==> config.mk <==
export PLATFORM = sky130hd
export DESIGN_NAME = downcounter_dff
export DESIGN_NICKNAME = d
export VERILOG_FILES = /design/src/rtl/downcounter_dff.sv
export SDC_FILE = /design/constraint.sdc
export NUM_CORES = 1
export LEC_CHECK = 0
export CAP_MARGIN = 20
export CORE_AREA = 10 10 47 49
export CTS_BUF_LIST = sky130_fd_sc_hd__clkbuf_8
export CTS_CLUSTER_SIZE = 40
export DETAILED_ROUTE_END_ITERATION = 16
export DIE_AREA = 0 0 57 59
export GPL_ROUTABILITY_DRIVEN = 0
export MAX_ROUTING_LAYER = met4
export PLACE_DENSITY_LB_ADDON = 0.1
export SLEW_MARGIN = 20
export SYNTH_ARGS = -nofsm -noshare
export SYNTH_HDL_FRONTEND = slang
export SYNTH_SLANG_ARGS = --single-unit
==> constraint.sdc <==
create_clock -name clk -period 1.3 [get_ports clk]
set_input_delay 0.26 -clock clk [delete_from_list [all_inputs] [get_ports clk]]
set_output_delay 0.26 -clock clk [all_outputs]
set_load 0.01 [all_outputs]
==> src/rtl/downcounter_dff.sv <==
// downcounter_dff: 4-bit loadable down counter with terminal-count pulse and optional auto-reload
module downcounter_dff #(
  parameter logic [3:0] RST_VALUE   = 4'd0,
  parameter bit         AUTO_RELOAD = 1'b0
) (
  input  logic       clk,
  input  logic       rst,
  input  logic       en,
  input  logic       load,
  input  logic [3:0] load_val,
  output logic       Q0,
  output logic       Q1,
  output logic       Q2,
  output logic       Q3,
  output logic       tc,
  output logic       busy
);
  typedef enum logic [1:0] {IDLE, COUNT, DONE} state_t;
  state_t st, st_n;
  logic [3:0] cnt, cnt_n, rld, rld_n;
  logic tc_n;
  assign {Q3, Q2, Q1, Q0} = cnt;
  // next state: load beats counting; terminal count either parks in DONE or reloads
  always_comb begin
    st_n  = st;
    cnt_n = cnt;
    rld_n = rld;
    tc_n  = 1'b0;
    if (load) begin
      cnt_n = load_val;
      rld_n = load_val;
      st_n  = load_val != 4'd0 ? COUNT : IDLE;
    end else if (st == COUNT && en) begin
      tc_n  = cnt == 4'd1;
      cnt_n = cnt != 4'd1 ? cnt - 4'd1 : AUTO_RELOAD ? rld : 4'd0;
      st_n  = cnt != 4'd1 || AUTO_RELOAD ? COUNT : DONE;
    end
  end
  // state and registered outputs; busy tracks the state it will be in
  always_ff @(posedge clk) begin
    if (rst) begin
      st   <= IDLE;
      cnt  <= RST_VALUE;
      rld  <= 4'd0;
      tc   <= 1'b0;
      busy <= 1'b0;
    end else begin
      st   <= st_n;
      cnt  <= cnt_n;
      rld  <= rld_n;
      tc   <= tc_n;
      busy <= st_n == COUNT;
    end
  end
endmodule

==> impl_metrics.env, run 1 <==
export IMPL_status="completed"
export IMPL_yosys_warnings=0
export IMPL_max_freq_ghz=0.777
export IMPL_die_h_um=59
export IMPL_die_area_sq_um=3360
export IMPL_wl_per_cell_um=15.0
export IMPL_start_util_pct=31.9
export IMPL_crit_path_max_fanout=5
export IMPL_hpwl_um=938
export IMPL_utilization_pct=52.9
export IMPL_io_pin_count=14
export IMPL_globalRouteMet3Util_pct=3.22
export IMPL_cp_data_required_time_ns=1.40
export IMPL_mostFrequentLayoutCell="buf_4"
export IMPL_track_usage_pct=8.21
export IMPL_cellPowerDensity_nw_per_um2=1030
export IMPL_grt_overflow=0
export IMPL_insertion_delay_ns=0.24
export IMPL_grt_max_degree=8
export IMPL_grt_use_met1_pct=9.75
export IMPL_core_sq_um=1400
export IMPL_synth_nets=56
export IMPL_setup_viol=0
export IMPL_dp_cells=84
export IMPL_rsz0062_at_grt="true"
export IMPL_p_leak_nw=0.322
export IMPL_holdBufCountCts=0
export IMPL_detail_route_antenna_nets=0
export IMPL_wirelength_um=1320
export IMPL_cts_tree="done"
export IMPL_cp_data_arrival_time_ns=1.39
export IMPL_dr_first_iter_drc_count=15
export IMPL_synthDistinctLibCells=27
export IMPL_fillers=147
export IMPL_syn_cell_area_sq_um=447
export IMPL_vias=435
export IMPL_area_delta_synth_final_pct=65.8
export IMPL_syn_inst=46
export IMPL_end_kind="flop"
export IMPL_dr_pass1_iters=4
export IMPL_hold_path_class="reg2reg"
export IMPL_num_rows=14
export IMPL_grt_pass1_vias=438
export IMPL_layout_drive_gt1_share_pct=38.9
export IMPL_avgSynthCellArea_sq_um=9.71
export IMPL_clockRootBuffer="clkbuf_8"
export IMPL_path_class="reg2reg"
export IMPL_hold_viol_final=0
export IMPL_yosysSeqAreaShare_pct=35.9
export IMPL_dieWidth_um=57
export IMPL_maxSlewHeadroom_pct=76.2
export IMPL_maxCapViolations=0
export IMPL_gr_usage_met2_pct=11.3
export IMPL_drcViolationCount=0
export IMPL_finalCritPeriodShare_pct=99.0
export IMPL_min_period_ns=1.29
export IMPL_crit_path_start_kind="flop"
export IMPL_instances_no_fill=88
export IMPL_fin_skew_ns=0.00474
export IMPL_vdd_drop_max_uv=431
export IMPL_top_usage_layer="met2"
export IMPL_port_buffer_count=13
export IMPL_clkSinkCount=8
export IMPL_worst_pin_slew_ns=0.355
export IMPL_fin_nets=84
export IMPL_drv_slew=0
export IMPL_antenna_found_initial=0
export IMPL_diodes=0
export IMPL_final_cell_mix="11 x buf_4, 7 x clkdlybuf4s50_1, 6 x dfxtp_1, 6 x dlygate4sd2_1"
export IMPL_numCtsBuffers=3
export IMPL_ys_ff_latch=8
export IMPL_path_clk_slew_ns=0.05
export IMPL_h_tree_depth=1
export IMPL_vias_per_cell=4.94
export IMPL_clock_path_buffers=2
export IMPL_grt_pass1_wl_um=2100
[kinds of logic (layout without fill, tap and decap cells)]
group	Yosys count	in the layout	share of synthesized area, %
flops	8	8	35.9
buf+inv	5	31	4.20
fa+ha+maj	2	2	5.60
mux	1	1	2.24
simple gates	17	17	28.6
xor+xnor	1	1	1.96
compound gates	12	12	21.6
[synthesized netlist by cell type]
cell type / number / share of area (%)
o21a_1: 1 / 1.7
a31oi_1: 1 / 1.4
a311oi_2: 1 / 3.4
nand3b_4: 1 / 4.5
o21ai_1: 2 / 2.2
inv_1: 4 / 3.4
o2bb2ai_1: 1 / 2.0
o22ai_1: 1 / 1.4
o31a_1: 1 / 2.0
xnor2_1: 1 / 2.0
nor4b_2: 1 / 3.4
nor2_1: 3 / 2.5
nor2b_1: 2 / 2.8
a221oi_1: 2 / 3.9
nor3_1: 2 / 2.2
nor4_2: 1 / 2.8
nand3_1: 1 / 1.1
ha_1: 2 / 5.6
or3b_4: 1 / 2.5
and2_1: 1 / 1.4
and3b_4: 1 / 2.8
dfxtp_1: 8 / 36
mux2i_1: 1 / 2.2
nand2_1: 3 / 2.5
a21boi_2: 1 / 2.5
clkbuf_1: 1 / 0.84
a21oi_1: 1 / 1.1
[power breakdown]
group          total (mW)  switching, mW  internal [mW]  leakage, nW
Clock               0.314          0.112          0.202       0.0216
Sequential          0.278         0.0165          0.261       0.0670
Combinational       0.174         0.0758         0.0980        0.234
[cell type report]
| cell class | count | area [sq um] | share of cell area, % |
|---|---|---|---|
| multi-input combinational | 33 | 294 | 39.7 |
| timing repair buffer | 24 | 205 | 27.7 |
| sequential | 8 | 165 | 22.3 |
| clock buffer | 3 | 41.3 | 5.57 |
| tap | 16 | 20.0 | 2.70 |
| inverter | 4 | 15.0 | 2.03 |
[path summary, 6_finish.rpt]
check	startpoint	slack, ns	to	cells after the start
setup / recovery	cnt[1]	0.01	busy	5
hold / removal	st[1]	0.52	st[1]	1
setup reg to reg	cnt[1]	0.01	busy	5
hold reg to reg	st[1]	0.52	st[1]	1
[sequential cells by signal, summed over array words and instances (netlist names)]
| register | flops |
|---|---|
| tc | 1 |
| st | 2 |
| cnt | 4 |
| busy | 1 |
[metal layers]
| metal | wire (um) | part of all wire [%] |
|---|---|---|
| met1 | 643 | 49 |
| met2 | 568 | 43 |
| met3 | 78 | 5.9 |
| met4 | 26 | 2.0 |
| met5 | 0 | 0 |
[worst max-delay path, stage by stage (launching register included)]
cell      delay [ns]
dfxtp_2         0.33
inv_2           0.07
ha_4            0.12
or3b_4          0.42
o21ai_2         0.14
a221oi_2        0.07
[per-stage QoR]
stage	power (mW)	hold slack (ns)	TNS (ns)	cell area [sq um]	worst slack [ns]
global placement	0.451	0.507	-0.569	669	-0.127
finish	0.766	0.524	0	741	0.0132
floorplan	0.359	0.331	0	448	0.0159
detailed placement	0.450	0.517	-0.616	669	-0.129
CTS	0.769	0.527	-0.00165	737	-0.00165
global route	0.795	0.550	-0.0657	741	-0.0377
[what timing repair did]
action                     CTS  global route
pin swaps                    2             1
setup endpoints to repair    8             3
gates resized for setup     13             1
buffers inserted             1             0
(Power assumes the default switching activity.)
==> run 2, diff against run 1 <==
TNS_END_PERCENT = 30   (was default)
==> impl_metrics.env, run 2 (same netlist as run 1, synthesis figures left out) <==
export IMPL_status="finished, violations left"
export IMPL_violations="negative setup slack"
export IMPL_grt_pass1_wl_um=2020
export IMPL_dr_pass1_iters=4
export IMPL_core_sq_um=1400
export IMPL_end_kind="flop"
export IMPL_cp_data_required_time_ns=1.41
export IMPL_track_usage_pct=7.90
export IMPL_io_pin_count=14
export IMPL_clockRootBuffer="clkbuf_8"
export IMPL_final_cell_mix="10 x buf_4, 7 x clkdlybuf4s50_1, 6 x dfxtp_1, 6 x dlygate4sd2_1"
export IMPL_detail_route_antenna_nets=0
export IMPL_path_delay_family="simple AND/OR/NAND/NOR gates"
export IMPL_finalCritPeriodShare_pct=100
export IMPL_maxCapViolations=0
export IMPL_reg2reg_depth=5
export IMPL_holdBufCountCts=0
export IMPL_dieWidth_um=57
export IMPL_vdd_drop_max_uv=433
export IMPL_crit_chain="inv_4 -> ha_4 -> or3b_4 -> o21ai_2 -> a221oi_2"
export IMPL_hold_viol_final=0
export IMPL_fin_tns_setup_ns=-0.00219
export IMPL_antenna_found_initial=0
export IMPL_final_area_sq_um=741
export IMPL_clkSinkCount=8
export IMPL_cts_setup_buffers=0
export IMPL_p_leak_nw=0.318
export IMPL_drcViolationCount=0
export IMPL_h_tree_depth=1
export IMPL_layout_setup_ws_ns=-0.00219
export IMPL_hold_depth=1
export IMPL_top_regs="cnt x4, st x2"
export IMPL_mostFrequentLayoutCell="buf_4"
export IMPL_maxSlewHeadroom_pct=80.0
export IMPL_instances_no_fill=87
export IMPL_fin_skew_ns=0.00258
export IMPL_slowest_stage="or3b_4"
export IMPL_cts_tree="done"
export IMPL_path_clk_slew_ns=0.04
export IMPL_crit_buf_inv=1
export IMPL_port_buffer_count=13
export IMPL_vias=437
export IMPL_postPlaceCellArea_sq_um=669
export IMPL_cellPowerDensity_nw_per_um2=1030
export IMPL_die_h_um=59
export IMPL_power_uw=761
export IMPL_fin_nets=83
export IMPL_numCtsBuffers=3
export IMPL_clock_path_buffers=2
export IMPL_crit_path_max_fanout=5
export IMPL_min_period_ns=1.30
export IMPL_regMostFlops="cnt"
export IMPL_crit_path_start_kind="flop"
export IMPL_utilization_pct=52.9
export IMPL_layout_drive_gt1_share_pct=39.4
export IMPL_cpPeakStageDelay_ns=0.42
export IMPL_dr_first_iter_drc_count=12
export IMPL_wl_per_cell_um=14.5
export IMPL_area_delta_synth_final_pct=65.8
export IMPL_hpwl_um=938
export IMPL_grt_pass1_vias=424
export IMPL_dp_cells=84
export IMPL_wirelength_um=1260
export IMPL_drv_slew=0
export IMPL_diodes=0
export IMPL_largest_reg_flops=4
export IMPL_grt_max_degree=8
export IMPL_vias_per_cell=5.02
export IMPL_num_rows=14
export IMPL_crit_cells=5
export IMPL_die_area_sq_um=3360
export IMPL_insertion_delay_ns=0.24
export IMPL_start_util_pct=31.9
export IMPL_hold_path_class="reg2reg"
export IMPL_rsz0062_at_grt="true"
export IMPL_worst_pin_slew_ns=0.297
export IMPL_path_class="reg2reg"
export IMPL_setup_viol=1
export IMPL_grt_overflow=0
export IMPL_cp_data_arrival_time_ns=1.41
export IMPL_max_freq_ghz=0.768
-- run 2: cell type report --
cell class,instances,area (sq um)
Inverter,4,17.5
Tap cell,16,20.0
Multi-Input combinational cell,33,297
Sequential cell,8,168
Clock buffer,3,41.3
Fill cell,150,661
Timing Repair Buffer,23,198
-- run 2: final timing paths --
path           from  endpoint  slack (ns)
max          cnt[1]     st[0]      -0.002
min reg2reg   st[1]     st[1]        0.53
max reg2reg  cnt[1]     st[0]      -0.002
min           st[1]     st[1]        0.53
-- run 2: timing repair --
action / 4_1_cts / 5_1_grt
cloned: 0 / 0
pin swaps: 0 / 1
resized for setup: 8 / 9
setup endpoints to repair: 8 / 4
-- run 2: power by group --
| part | internal [mW] | switching [mW] |
|---|---|---|
| sequential | 0.261 | 0.0176 |
| clock | 0.202 | 0.111 |
| combinational | 0.0961 | 0.0740 |
-- run 2: metal layers --
metal	wire (um)	part of all wire, %	global-route usage [%]	vias to the layer above
met2	545	43	10.7	16
met5	0	0	-	-
met1	607	48	9.39	200
li1	-	-	-	218
met4	26	2.1	5.03	0
met3	84	6.6	3.22	3
-- run 2: metrics by stage --
step | worst slack [ns] | hold slack (ns)
after CTS | -0.0193 | 0.527
after global placement | -0.127 | 0.507
after global routing | -0.0477 | 0.550
after detailed placement | -0.129 | 0.517
final | -0.00219 | 0.529
after floorplan | 0.0159 | 0.331
==> run 3, diff against run 2 <==
ABC_AREA = 1   (was default)
SLEW_MARGIN = 30   (was 20)
==> impl_metrics.env, run 3 <==
export IMPL_die_area_sq_um=3360
export IMPL_status="completed"
export IMPL_regMostFlops="cnt"
export IMPL_end_kind="output port"
export IMPL_yosysSeqAreaShare_pct=36.0
export IMPL_maxSlewHeadroom_pct=75.6
export IMPL_synthAdderAreaFrac_pct=5.62
export IMPL_dieWidth_um=57
export IMPL_cpPeakStageDelay_ns=0.37
export IMPL_maxCapViolations=0
export IMPL_synth_compound_area_share_pct=11.5
export IMPL_hpwl_um=877
export IMPL_crit_path_start_kind="flop"
export IMPL_yosys_area_share_simple_pct=34.8
export IMPL_cts_setup_buffers=0
export IMPL_vias_per_cell=4.36
export IMPL_cts_tree="done"
export IMPL_holdBufCountCts=0
export IMPL_finalCritPeriodShare_pct=87.9
export IMPL_wirelength_um=1030
export IMPL_utilization_pct=46.4
export IMPL_yosys_area_top_type_share_pct=36.0
export IMPL_drv_slew=0
export IMPL_synth_edff_count=0
export IMPL_grt_pass1_wl_um=1740
export IMPL_final_cell_mix="14 x nand2_1, 11 x nor2_1, 9 x inv_1, 8 x dfxtp_1"
export IMPL_muxShareOfSynthArea_pct=0
export IMPL_ys_ff_latch=8
export IMPL_hold_path_class="in2reg"
export IMPL_clockRootBuffer="clkbuf_8"
export IMPL_insertion_delay_ns=0.23
export IMPL_crit_chain="dlygate4sd2_1"
export IMPL_start_util_pct=31.8
export IMPL_synth_top_family_by_area="simple AND/OR/NAND/NOR gates"
export IMPL_drcViolationCount=0
export IMPL_rr_startpoint="cnt[0]"
export IMPL_instances_no_fill=101
export IMPL_numCtsBuffers=3
export IMPL_max_freq_ghz=0.875
export IMPL_vias=440
export IMPL_clkSinkCount=8
export IMPL_grt_overflow=0
export IMPL_worst_pin_slew_ns=0.365
export IMPL_die_h_um=59
export IMPL_fin_skew_ns=0.00519
export IMPL_crit_buf_inv=1
export IMPL_vdd_drop_max_uv=665
export IMPL_top_regs="cnt x4, st x2"
export IMPL_syn_cell_area_sq_um=445
export IMPL_ys_flop_type="dfxtp_1"
export IMPL_num_rows=14
export IMPL_min_period_ns=1.14
export IMPL_synth_most_common_cell="nand2_1"
export IMPL_crit_reg2reg_capture="cnt[2]"
export IMPL_layout_drive_gt1_share_pct=14.1
export IMPL_rsz0062_at_grt="false"
export IMPL_synth_top_cell_by_area="dfxtp_1"
export IMPL_hold_viol_final=0
export IMPL_h_tree_depth=1
export IMPL_slowest_stage="dfxtp_1"
export IMPL_dr_pass1_iters=4
export IMPL_final_area_sq_um=651
export IMPL_synth_nets=76
export IMPL_path_delay_family="flip-flops"
export IMPL_critPathLaunch="cnt[0]"
export IMPL_syn_inst=66
export IMPL_track_usage_pct=6.77
export IMPL_yosys_warnings=0
export IMPL_port_buffer_count=13
export IMPL_synth_area_leaders="dfxtp_1 36%, nand2_1 12%, nor2_1 9.3%, inv_1 7.6%, ha_1 5.6%"
export IMPL_p_leak_nw=0.331
export IMPL_io_pin_count=14
export IMPL_synth_top_cells_by_count="14 x nand2_1, 11 x nor2_1, 9 x inv_1"
export IMPL_largest_reg_flops=4
export IMPL_cp_data_required_time_ns=1.04
export IMPL_postPlaceCellArea_sq_um=614
export IMPL_power_uw=718
export IMPL_clock_path_buffers=2
export IMPL_crit_cells=1
export IMPL_core_sq_um=1400
export IMPL_reg2reg_depth=7
export IMPL_setup_viol=0
export IMPL_grt_pass1_vias=409
export IMPL_grt_max_degree=9
export IMPL_cp_data_arrival_time_ns=0.88
export IMPL_synthDistinctLibCells=17
export IMPL_path_class="reg2out"
export IMPL_async_flop_share_pct=0
export IMPL_mostFrequentLayoutCell="nand2_1"
export IMPL_crit_path_end="Q0"
export IMPL_fillers=152
export IMPL_antenna_found_initial=0
export IMPL_crit_path_max_fanout=4
export IMPL_synth_xor_xnor_area_share_pct=0
export IMPL_rrSetupSlack_ns=0.16
export IMPL_detail_route_antenna_nets=0
export IMPL_avgSynthCellArea_sq_um=6.75
export IMPL_wl_per_cell_um=10.2
export IMPL_diodes=0
export IMPL_dr_first_iter_drc_count=4
export IMPL_area_delta_synth_final_pct=46.1
export IMPL_dp_cells=98
export IMPL_cellPowerDensity_nw_per_um2=1100
export IMPL_fin_nets=97
export IMPL_path_clk_slew_ns=0.04
[run 3: changes by cell type after synthesis, moves of 2 or more]
cell	delta
a21oi_1	+3
nor2_2	+2
nor2b_1	-2
nand2_1	+11
o21ai_0	+2
nor2_1	+8
nand3_1	+4
inv_1	+5
nand4_1	+2
a221oi_1	-2
[run 3: how the worst min path moves through the flow]
stage                   to  cells past startpoint  slack [ns]   from
floorplan           cnt[3]                      1        0.32    rst
global placement      busy                      3        0.55  st[1]
detailed placement    busy                      3        0.54  st[1]
CTS                   busy                      3        0.55  st[1]
global route        cnt[1]                      3        0.59   load
finish              cnt[0]                      3        0.54   load
[run 3: per-layer routing]
metal  global-route usage, %  part of all wire, %  up-vias
met4                    3.02                  1.7        0
met2                    8.68                   43       10
met5                       -                    0        -
met3                    3.65                  5.6        3
met1                    8.38                   50      181
li1                        -                    -      246
[run 3: worst register-to-register path: cells and delay by family, from the launching register on]
| family | cells | cell delay [ns] |
|---|---|---|
| buffers and inverters | 2 | 0.13 |
| AO/OA/AOI/OAI | 1 | 0.13 |
| adder cells (fa/ha/maj) | 1 | 0.22 |
| flip-flops | 1 | 0.37 |
| AND/OR/NAND/NOR | 3 | 0.23 |
[run 3: timing repair]
item	in CTS	in global routing
hold endpoints to repair	0	0
gates cloned	0	0
gates resized for setup	6	1
endpoints found under the setup margin	6	2
[run 3: layout make-up]
cell class	count	area, sq um	share of cell area [%]
repair buffers	17	155	23.8
inverters	10	42.5	6.54
clock buffers	3	41.3	6.35
well taps	16	20.0	3.08
flip-flops and latches	8	160	24.6
multi-input cells	47	231	35.6
[run 3: report_power, final]
part	total, mW	internal, mW	switching (mW)
Clock	0.296	0.200	0.0959
Combinational	0.150	0.0731	0.0771
Sequential	0.272	0.262	0.00969
Total	0.718	0.536	0.183
[run 3: metrics by stage]
| step | setup TNS (ns) | setup slack [ns] | hold WS (ns) |
|---|---|---|---|
| 6_report | 0 | 0.157 | 0.536 |
| 5_1_grt | 0 | 0.0399 | 0.586 |
| 4_1_cts | 0 | 0.0773 | 0.550 |
| 3_5_place_dp | -0.867 | -0.158 | 0.539 |
| 3_3_place_gp | -0.701 | -0.135 | 0.546 |
| 2_1_floorplan | 0 | 0.186 | 0.322 |
[run 3: logic make-up after synthesis]
group,after synthesis
adders and majority gates,2
AOI/OAI and AO/OA,9
and+or+nand+nor,36
DFF,8
buffers and inverters,11
